## config.mk

```make
export PLATFORM = sky130hd
export DESIGN_NAME = tick_scheduler
export DESIGN_NICKNAME = d
export VERILOG_FILES = /design/src/rtl/tick_scheduler_pkg.sv /design/src/rtl/tick_channel.sv /design/src/rtl/tick_scheduler.sv
export SDC_FILE = /design/constraint.sdc
export NUM_CORES = 1
export LEC_CHECK = 0
export CORE_MARGIN = 3
export CORE_UTILIZATION = 40
export DETAILED_ROUTE_END_ITERATION = 8
export PLACE_DENSITY = 0.59
export SLEW_MARGIN = 0
export SYNTH_ARGS = -nofsm -noshare
export SYNTH_HDL_FRONTEND = slang
export SYNTH_HIERARCHICAL = 1
export SYNTH_SLANG_ARGS = --single-unit
```

## constraint.sdc

```tcl
create_clock -name clk -period 4.15 [get_ports clk]
set_input_delay 0.83 -clock clk [delete_from_list [all_inputs] [get_ports clk]]
set_output_delay 0.83 -clock clk [all_outputs]
set_load 0.005 [all_outputs]
```

## src/rtl/tick_scheduler_pkg.sv

```systemverilog
// tick_scheduler_pkg: shared FSM encoding, clog2 helper and default clock constants
package tick_scheduler_pkg;
  typedef enum logic [1:0] {IDLE, SAFE, ACK} state_e;
  localparam int DEF_CLK_HZ = 100_000_000;
  localparam int DEF_BASE_HZ = 1000;
  function automatic int clog2(input int v);
    int r;
    r = 0;
    while ((1 << r) < v) r++;
    return r;
  endfunction
endpackage

```

## src/rtl/tick_channel.sv

```systemverilog
// tick_channel: one timebase channel counting base ticks into a tick pulse and square wave
module tick_channel
  import tick_scheduler_pkg::*;
#(
  parameter int PER_W = 16
) (
  input  logic             clk,
  input  logic             rst,
  input  logic             base_tick,
  input  logic             commit,
  input  logic             cfg_en,
  input  logic [PER_W-1:0] cfg_period,
  output logic             tick,
  output logic             sq
);
  logic             en_q, en_d;
  logic [PER_W-1:0] period_q, period_d;
  logic [PER_W-1:0] cnt_q, cnt_d;
  logic             tick_q, tick_d;
  logic             sq_q, sq_d;
  logic             active, wrap;
  always_comb begin
    active   = en_q && (period_q != '0);
    wrap     = cnt_q == period_q - PER_W'(1);
    en_d     = commit ? cfg_en : en_q;
    period_d = commit ? cfg_period : period_q;
    tick_d   = !commit && active && base_tick && wrap;
    // a commit or an idle channel restarts from a clean phase
    cnt_d    = (commit || !active) ? '0 : !base_tick ? cnt_q : wrap ? '0 : cnt_q + PER_W'(1);
    sq_d     = (commit || !active) ? 1'b0 : sq_q ^ tick_d;
  end
  always_ff @(posedge clk or negedge rst) begin
    if (!rst) begin
      en_q     <= 1'b0;
      period_q <= '0;
      cnt_q    <= '0;
      tick_q   <= 1'b0;
      sq_q     <= 1'b0;
    end else begin
      en_q     <= en_d;
      period_q <= period_d;
      cnt_q    <= cnt_d;
      tick_q   <= tick_d;
      sq_q     <= sq_d;
    end
  end
  assign tick = tick_q;
  assign sq   = sq_q;
endmodule

```

## src/rtl/tick_scheduler.sv

```systemverilog
// tick_scheduler: shared prescaler plus config FSM driving NUM_CH tick channels
module tick_scheduler
  import tick_scheduler_pkg::*;
#(
  parameter int CLK_HZ  = DEF_CLK_HZ,
  parameter int BASE_HZ = DEF_BASE_HZ,
  parameter int NUM_CH  = 4,
  parameter int PER_W   = 16
) (
  input  logic              clk,
  input  logic              rst,
  input  logic              cfg_valid,
  output logic              cfg_ready,
  input  logic [2:0]        cfg_ch,
  input  logic              cfg_en,
  input  logic [PER_W-1:0]  cfg_period,
  output logic              base_tick,
  output logic [NUM_CH-1:0] tick_out,
  output logic [NUM_CH-1:0] sq_out
);
  localparam int PRESC = CLK_HZ / BASE_HZ;
  localparam int PW    = clog2(PRESC);
  logic [PW-1:0]    presc_q, presc_d;
  logic             base_tick_q, base_tick_d;
  state_e           state_q, state_d;
  logic             cfg_ready_q, cfg_ready_d;
  logic [2:0]       hold_ch_q, hold_ch_d;
  logic             hold_en_q, hold_en_d;
  logic [PER_W-1:0] hold_period_q, hold_period_d;
  logic             presc_wrap, commit;
  always_comb begin
    presc_wrap    = presc_q == PW'(PRESC - 1);
    presc_d       = presc_wrap ? '0 : presc_q + PW'(1);
    base_tick_d   = presc_wrap;
    state_d       = state_q;
    hold_ch_d     = hold_ch_q;
    hold_en_d     = hold_en_q;
    hold_period_d = hold_period_q;
    commit        = 1'b0;
    if (state_q == IDLE && cfg_valid) begin
      state_d       = SAFE;
      hold_ch_d     = cfg_ch;
      hold_en_d     = cfg_en;
      hold_period_d = cfg_period;
    end else if (state_q == SAFE && !base_tick_q) begin
      // never commit while channels are counting
      state_d = ACK;
      commit  = 1'b1;
    end else if (state_q == ACK) begin
      state_d = IDLE;
    end
    cfg_ready_d = state_d == IDLE;
  end
  always_ff @(posedge clk or negedge rst) begin
    if (!rst) begin
      presc_q       <= '0;
      base_tick_q   <= 1'b0;
      state_q       <= IDLE;
      cfg_ready_q   <= 1'b1;
      hold_ch_q     <= '0;
      hold_en_q     <= 1'b0;
      hold_period_q <= '0;
    end else begin
      presc_q       <= presc_d;
      base_tick_q   <= base_tick_d;
      state_q       <= state_d;
      cfg_ready_q   <= cfg_ready_d;
      hold_ch_q     <= hold_ch_d;
      hold_en_q     <= hold_en_d;
      hold_period_q <= hold_period_d;
    end
  end
  for (genvar i = 0; i < NUM_CH; i++) begin : g_ch
    tick_channel #(.PER_W(PER_W)) u_ch (
      .clk       (clk),
      .rst       (rst),
      .base_tick (base_tick_q),
      .commit    (commit && hold_ch_q == 3'(i)),
      .cfg_en    (hold_en_q),
      .cfg_period(hold_period_q),
      .tick      (tick_out[i]),
      .sq        (sq_out[i])
    );
  end
  assign base_tick = base_tick_q;
  assign cfg_ready = cfg_ready_q;
endmodule
```

# == Word level (Yosys, flattened, before mapping) ==
# Cells that the tools add are included.
# op_classes
add_sub_neg,9
reduce_logical,46
bitwise,4
muxes,22
eq_ne,10
# op_table
operator,n
$mux 16,12
$add 16x1->16 const B,4
$eq 16x16->1,4
$reduce_bool 16->1,4
$sub 16x1->16 const B,4
$logic_and 1x1->1,22
$add 17x1->17 const B,1
$eq 17x17->1 const B,1
$mux 17,1
$logic_not 1->1,9
$reduce_bool 2->1,4
$eq 3x2->1 const B,2
$mux 1,6
$mux 2,3
$logic_not 2->1,2
$logic_or 1x1->1,4
$xor 1x1->1,4
$eq 3x1->1 const B,1
$logic_not 3->1,1
$eq 2x1->1 const B,1
$eq 2x2->1 const B,1
# word_totals
elab_cells,118
register_bits,181

# == Longest topological paths before layout ==
# Gate-level depths: netlist of run 1.
# depth
depth_word,11
ltp_mapped,11

# == By module ==
# Netlist of run 1, hierarchy kept.
# modules_own_cells
mod,area_each_um2,instances,cells_each,seq_area_each_um2
tick_channel at g_ch[1].u_ch ...,2242.2,3,239,875.8
tick_channel at g_ch[0].u_ch,2160.8,1,221,875.8
tick_scheduler,1742.9,1,135,1027.2

# == Worst setup path after synthesis of run 1 ==
# No wires, ideal clock.
# synth_timing
path_type,reg2reg
start,register g_ch[1].u_ch.period_q[8]
end,register g_ch[1].u_ch.cnt_q[0]
required_time_ps,4025
n_path_buf,2
period_less_slack_ps,2739
arrival_ps,2614
setup_slack_ps,1411
path_stages_with_launch,10
path_cell_list,dfrtp_1 -> buf_6 -> or4_1 -> or3_4 -> nor4_4 -> xnor2_1 -> a2111oi_4 -> a31oi_2 -> buf_4 -> mux2_2
# synth_via
elab_chain_cells,5
word_cells_on_any_way,10
# synth_lines
item,line_no,text
"start, declared",tick_channel.sv:17,"logic [PER_W-1:0] period_q, period_d;"
"start signal, assigned",tick_channel.sv:41,period_q <= period_d;
$sub 16x1->16 or $reduce_bool 16->1 (tied branches),"tick_channel.sv:24, tick_channel.sv:23",
$eq 16x16->1 or $logic_and 1x1->1 (tied branches),"tick_channel.sv:24, tick_channel.sv:23",
$mux 16 or $logic_not 1->1 (tied branches),tick_channel.sv:29,cnt_d = (commit || !active) ? '0 : !base_tick ? cnt_q : wrap ? '0 : cnt_q + PER_W'(1);
$mux 16 or $logic_or 1x1->1 (tied branches),tick_channel.sv:29,
$mux 16 or $reduce_bool 2->1 (tied branches),-,
"end signal, assigned",tick_channel.sv:42,cnt_q <= cnt_d;
"end, declared",tick_channel.sv:18,"logic [PER_W-1:0] cnt_q, cnt_d;"
# Several ways; a longest one is shown, not always the timed one. The select of a mux whose other input is x is not followed.
# A chain may end at the register's enable or synchronous reset.

# == Final worst setup path of run 1 ==
# layout_timing
start,register g_ch[2].u_ch.period_q[4]
end,register g_ch[2].u_ch.cnt_q[13]
# layout_via
elab_chain_cells,5
word_cells_on_any_way,10
# layout_lines
item,line_no
"start, declared",tick_channel.sv:17
"start signal, assigned",tick_channel.sv:41
$sub 16x1->16 or $reduce_bool 16->1 (tied branches),"tick_channel.sv:24, tick_channel.sv:23"
$eq 16x16->1 or $logic_and 1x1->1 (tied branches),"tick_channel.sv:24, tick_channel.sv:23"
$mux 16 or $logic_not 1->1 (tied branches),tick_channel.sv:29
$mux 16 or $logic_or 1x1->1 (tied branches),tick_channel.sv:29
$mux 16 or $reduce_bool 2->1 (tied branches),-
"end signal, assigned",tick_channel.sv:42
"end, declared",tick_channel.sv:18
# Several ways; a longest one is shown, not always the timed one. The select of a mux whose other input is x is not followed.

==> results of run 1 <==
[per-layer routing]
layer	track usage	up-vias	routed length, µm
met1	0.250	3895	11900
li1	-	3925	-
met2	0.279	110	11400
met5	0	-	0
met3	0.0313	13	782
met4	0.0455	0	265
[cell type report]
class,count,area [µm²]
clock inverters,10,145
repair buffers,43,419
multi-input cells,801,5710
inverters,39,146
clock buffers,22,474
flip-flops and latches,181,4530
well taps,335,419
fillers,2476,14200
[state kept, by name, summed over array words and instances, names as in the netlist]
name,flops
base_tick,1
g_ch.u_ch/cnt_q,64
g_ch.u_ch/period_q,64
hold_period_q,16
g_ch.u_ch/tick,4
hold_en_q,1
cfg_ready,1
g_ch.u_ch/sq,4
hold_ch_q,3
g_ch.u_ch/en_q,4
state_q,2
presc_q,17
[power by group]
part	switching, mW	total [mW]	internal [mW]
clock network	0.706	1.71	1.00
registers	0.791	2.98	2.19
logic	1.16	2.29	1.14
total	2.65	6.99	4.33
[worst max-delay path, delay by kind of cell, from the launching register on]
kind | cells | cell delay [ps]
simple gates | 3 | 1280
compound gates | 4 | 1450
mux | 1 | 180
flops | 1 | 490
[per-stage QoR]
| stage | cells | utilization | setup WS (ps) |
|---|---|---|---|
| after floorplan | 1073 | - | 1410 |
| after global placement | 1399 | 0.431 | 819 |
| after detailed placement | 1399 | 0.431 | 755 |
| after CTS | 1431 | 0.455 | 702 |
| after global routing | 1431 | 0.455 | 399 |
| final | 1431 | 0.455 | 689 |
[final timing paths]
path / from / endpoint / slack [ps] / cells past startpoint
max: g_ch[2].u_ch/period_q[4] / g_ch[2].u_ch/cnt_q[13] / 690 / 8
min: rst / g_ch[1].u_ch/cnt_q[3] / 470 / 1
max reg2reg: g_ch[2].u_ch/period_q[4] / g_ch[2].u_ch/cnt_q[13] / 690 / 8
min reg2reg: g_ch[3].u_ch/en_q / g_ch[3].u_ch/en_q / 500 / 2
max in group asynchronous: rst / hold_period_q[9] / 2800 / 2
min in group clk: g_ch[3].u_ch/en_q / g_ch[3].u_ch/en_q / 500 / 2
[cells in the final DEF (no fill, tap or decap), drive strengths merged, types with 4 or more instances in the layout]
| cell type | count |
|---|---|
| a211oi | 4 |
| a21boi | 5 |
| a21o | 8 |
| a21oi | 42 |
| a22o | 13 |
| a31oi | 7 |
| and3 | 32 |
| buf | 11 |
| clkbuf | 23 |
| clkdlybuf4s50 | 31 |
| dfrtp | 180 |
| ha | 9 |
| inv | 42 |
| mux2 | 77 |
| mux2i | 11 |
| nand2 | 78 |
| nand2b | 14 |
| nand3 | 52 |
| nand3b | 22 |
| nand4 | 30 |
| nand4b | 9 |
| nor2 | 46 |
| nor2b | 8 |
| nor3 | 58 |
| nor3b | 7 |
| nor4 | 32 |
| nor4b | 5 |
| o21a | 9 |
| o21ai | 47 |
| o31a | 6 |
| o32ai | 4 |
| or2 | 5 |
| or3 | 17 |
| or4 | 5 |
| xnor2 | 61 |
| xor2 | 45 |
[kinds of logic after synthesis]
logic type | after synthesis
buffers and inverters | 91
AO/OA/AOI/OAI | 171
adder cells (fa/ha/maj) | 9
multiplexers | 88
XOR/XNOR | 106
flip-flops | 181
AND/OR/NAND/NOR | 427
==> results_dict.tcl, run 1 <==
set metrics [dict create \
    status "finished clean" \
    core-area_um2 26100 \
    synth.most_common_cell "dfrtp_1" \
    cts_resized 0 \
    synth_flop_cell "dfrtp_1" \
    synth-edff-count 0 \
    setup_viol 0 \
    wl_per_cell_um 17.0 \
    drive_gt1_frac 0.143 \
    fin_area_um2 11800 \
    clock_sinks 181 \
    first_global_vias 7621 \
    fin_crit_sh 0.834 \
    dp_hpwl_um 17100 \
    synth_commonest_cells "dfrtp_1, nand2_1, mux2_2, xnor2_1, nor3_1" \
    synth_area_leaders "dfrtp_1, mux2_2, xnor2_1, xor2_1, nand2_1" \
    synth_fa_ha_area_frac 0.0106 \
    rsz0062_at_grt "no" \
    overflow 0 \
    clk_root_buffer_cell "clkbuf_16" \
    cp_max_fo 24 \
    crit_type "register to register" \
    antenna_found_initial 0 \
    setup-tns-final_ps 0 \
    ctsHoldBuffers 0 \
    clockBufferDepth 2 \
    yosys_register_bits 181 \
    fin_crit_ps 3460 \
    p_per_area_nw_per_um2 590 \
    yosys.area_share.simple 0.234 \
    leakage_nw 4.85 \
    die-area_um2 28600 \
    slowest_delay_ps 910 \
    die_x_um 169 \
    rows 59 \
    synth_fp_nets 1105 \
    seq_area_frac_synth 0.426 \
    worstPathRequired_ps 4510 \
    routed_via_density 5.55 \
    io_pins 33 \
    relSlewSlack 0.269 \
    crit_slowest_cell "a31oi_2" \
    grt_usage 0.176 \
    layout.nets 1115 \
    clkLatencyLatePin_ps 430 \
    drtPass1Iterations 4 \
    syn_to_final_growth_pct 11.5 \
    cts_tree "yes" \
    vias 7943 \
    synthCells 1073 \
    end_kind "register" \
    numCtsBuffers 17 \
    routed_wl_um 24400 \
    htree_num_levels 4 \
    ys_types 69 \
    vdd_drop_max_uv 292 \
    num_antenna_cells 0 \
    place_area_um2 11200 \
    total_power_mw 6.99 \
    avgSynthCellArea_um2 9.91 \
    yosys.area.top_type_share 0.424 \
    grt_max_degree 95 \
    worstPathArrival_ps 3820 \
    synth_area_um2 10600 \
    whs_ps 468 \
    start_util 0.408 \
    async_flop_share 1.00 \
    synth_top_family_by_area "simple AND/OR/NAND/NOR gates" \
    maxCapViolations 0 \
    synthMuxAreaShare 0.0919 \
    grt_pass1_wl_um 40900 \
    path_cells "or3_1 > nor4_1 > mux2i_1 > o31ai_1 > a21oi_1 > a31oi_2 > and3_1 > a221o_1" \
    drtAntennaViolNets 0 \
    worst_pin_slew_ps 1090 \
    synth_compound_area_frac 0.113 \
    yosys.area.top_type "dfrtp_1" \
    routabilityCongestion 0.809 \
    slew_violations 0 \
    ys_warn_count 6 \
    finalClockSkew_ps 10.6 \
    drt_iter0_drc 576 \
    remaining_drc_errors 0 \
    cp-start-kind "register" \
    clock.fmax_mhz 289 \
    hold_viol 0 \
    min_path_type "input pin to async pin" \
    die_y_um 169 \
    io_buffers 32 \
    synth_xor_area_frac 0.0873 \
    post_cts_buffers 0 \
    clkTransAtPathRegs_ps 70 \
]
No activity file was read; power rests on OpenSTA's default activity.
==> inputs of run 2 (changes only) <==
==> constraint.sdc (replaced) <==
create_clock -name clk -period 3.44 [get_ports clk]
set_input_delay 0.688 -clock clk [delete_from_list [all_inputs] [get_ports clk]]
set_output_delay 0.688 -clock clk [all_outputs]
set_load 0.005 [all_outputs]
==> run 2 against run 1 <==
Compared with the run above:
- final cell count grew 1.0%
- first-iteration DRC count decreased by 9.5%
- register-to-register slack worse by 400 ps
- critical path depth rose by 1
- routed wire length grew 2.0%
- sequential power up 20%
- non-clock buffer count up 15
- combinational power up 27%
- global-route usage grew 0.10 points
- sequential cell count unchanged
- largest cell class unchanged
==> results_dict.tcl, run 2 (same netlist as run 1, synthesis figures left out) <==
set metrics [dict create \
    clock_sinks 181 \
    dp_hpwl_um 17600 \
    grt_max_degree 60 \
    status "finished clean" \
    reg_top3 "g_ch.u_ch/cnt_q: 64 flops, g_ch.u_ch/period_q: 64 flops, presc_q: 17 flops" \
    cp_max_fo 17 \
    syn_to_final_growth_pct 12.7 \
    drt_iter0_drc 521 \
    finish.utilization 0.460 \
    num_antenna_cells 0 \
    finalClockSkew_ps 12.3 \
    relSlewSlack 0.287 \
    fin_crit_ps 3150 \
    routed_wl_um 24800 \
    remaining_drc_errors 0 \
    final_cell_count_no_fill 1446 \
    grt_pass1_wl_um 40800 \
    antenna_found_initial 0 \
    fill_cells 2465 \
    vias 8095 \
    die-area_um2 28600 \
    layout_commonest_cell "dfrtp_1" \
    layout.nets 1130 \
    final_cell_mix "dfrtp_1, nand2_1, mux2_2, xnor2_1, nor3_1" \
    overflow 0 \
    dpl.cell_count 1414 \
    vdd_drop_max_uv 376 \
    cts_tree "yes" \
    p_per_area_nw_per_um2 719 \
    min_path_type "input pin to async pin" \
    first_global_vias 7695 \
    rsz0062_at_grt "no" \
    start_util 0.408 \
    routed_via_density 5.60 \
    clock.fmax_mhz 317 \
    worstPathArrival_ps 3500 \
    htree_num_levels 4 \
    crit_type "register to register" \
    clk_root_buffer_cell "clkbuf_16" \
    drive_gt1_frac 0.157 \
    slew_violations 0 \
    clkLatencyLatePin_ps 430 \
    total_power_mw 8.62 \
    maxCapViolations 0 \
    leakage_nw 4.93 \
    post_cts_buffers 0 \
    core-area_um2 26100 \
    clkTransAtPathRegs_ps 70 \
    drtPass1Iterations 5 \
    io_pins 33 \
    clockBufferDepth 2 \
    setup_viol 0 \
    hold_viol 0 \
    worst_pin_slew_ps 1070 \
    worstPathRequired_ps 3780 \
    numCtsBuffers 17 \
    die_x_um 169 \
    fin_crit_sh 0.916 \
    cp-start-kind "register" \
    wl_per_cell_um 17.2 \
    end_kind "register" \
    die_y_um 169 \
    cts_resized 0 \
    rows 59 \
    setup-tns-final_ps 0 \
    routabilityCongestion 0.883 \
    ctsHoldBuffers 0 \
    drtAntennaViolNets 0 \
    grt_usage 0.177 \
    io_buffers 32 \
]
## run 2: cell count changes in the layout (fill, tap and decap cells not counted), sizes merged
cell,delta
buf,+15
bufinv,+1
clkbuf,-4
clkinv,+2
inv,+1
## run 2: routing by layer
layer | vias to the layer above | track usage | wire length (µm)
li1 | 3939 | - | -
met5 | - | 0 | 0
met3 | 19 | 0.0322 | 828
met1 | 4018 | 0.249 | 12300
met2 | 119 | 0.282 | 11400
met4 | 0 | 0.0483 | 312
## run 2: per-stage QoR
step,instance area [µm²],setup slack (ps),hold WS [ps]
after floorplan,10600,701,392
after global placement,11300,381,480
after detailed placement,11300,324,484
after CTS,12000,308,244
after global routing,12000,44.4,252
final,12000,287,232
## run 2: path summary, 6_finish.rpt
kind | slack [ps] | end | from | cells after the start
min in group clk | 500 | presc_q[14] | presc_q[14] | 1
min | 230 | g_ch[1].u_ch/cnt_q[3] | rst | 1
max | 290 | g_ch[3].u_ch/cnt_q[4] | g_ch[3].u_ch/period_q[6] | 9
max in group asynchronous | 2460 | g_ch[0].u_ch/tick | rst | 2
max reg2reg | 290 | g_ch[3].u_ch/cnt_q[4] | g_ch[3].u_ch/period_q[6] | 9
min reg2reg | 500 | presc_q[14] | presc_q[14] | 1
## run 2: worst max-delay path, stage by stage, from the launching register on
cell and delay, ps:
dfrtp_1 440, or4_1 580, nor4_1 470, mux2_2 410, mux2i_1 110, o21ai_0 150, a31oi_2 340, buf_4 280
a21oi_1 80, o21ai_0 200
## run 2: final cells by class
type                       instances  area, µm²  share of cell area
clock buffer                      18        439              0.0367
clock inverter                    14        196              0.0164
inverter                          39        146              0.0122
multi-input combinational        801       5710               0.477
sequential                       181       4530               0.378
tap                              335        419              0.0350
timing repair buffer              58        532              0.0444
## run 2: power by group
group	internal (mW)	leakage, nW	switching [mW]	total (mW)
combinational	1.43	2.27	1.47	2.90
sequential	2.64	2.36	0.938	3.58
clock	1.25	0.309	0.885	2.13
total	5.32	4.93	3.29	8.62
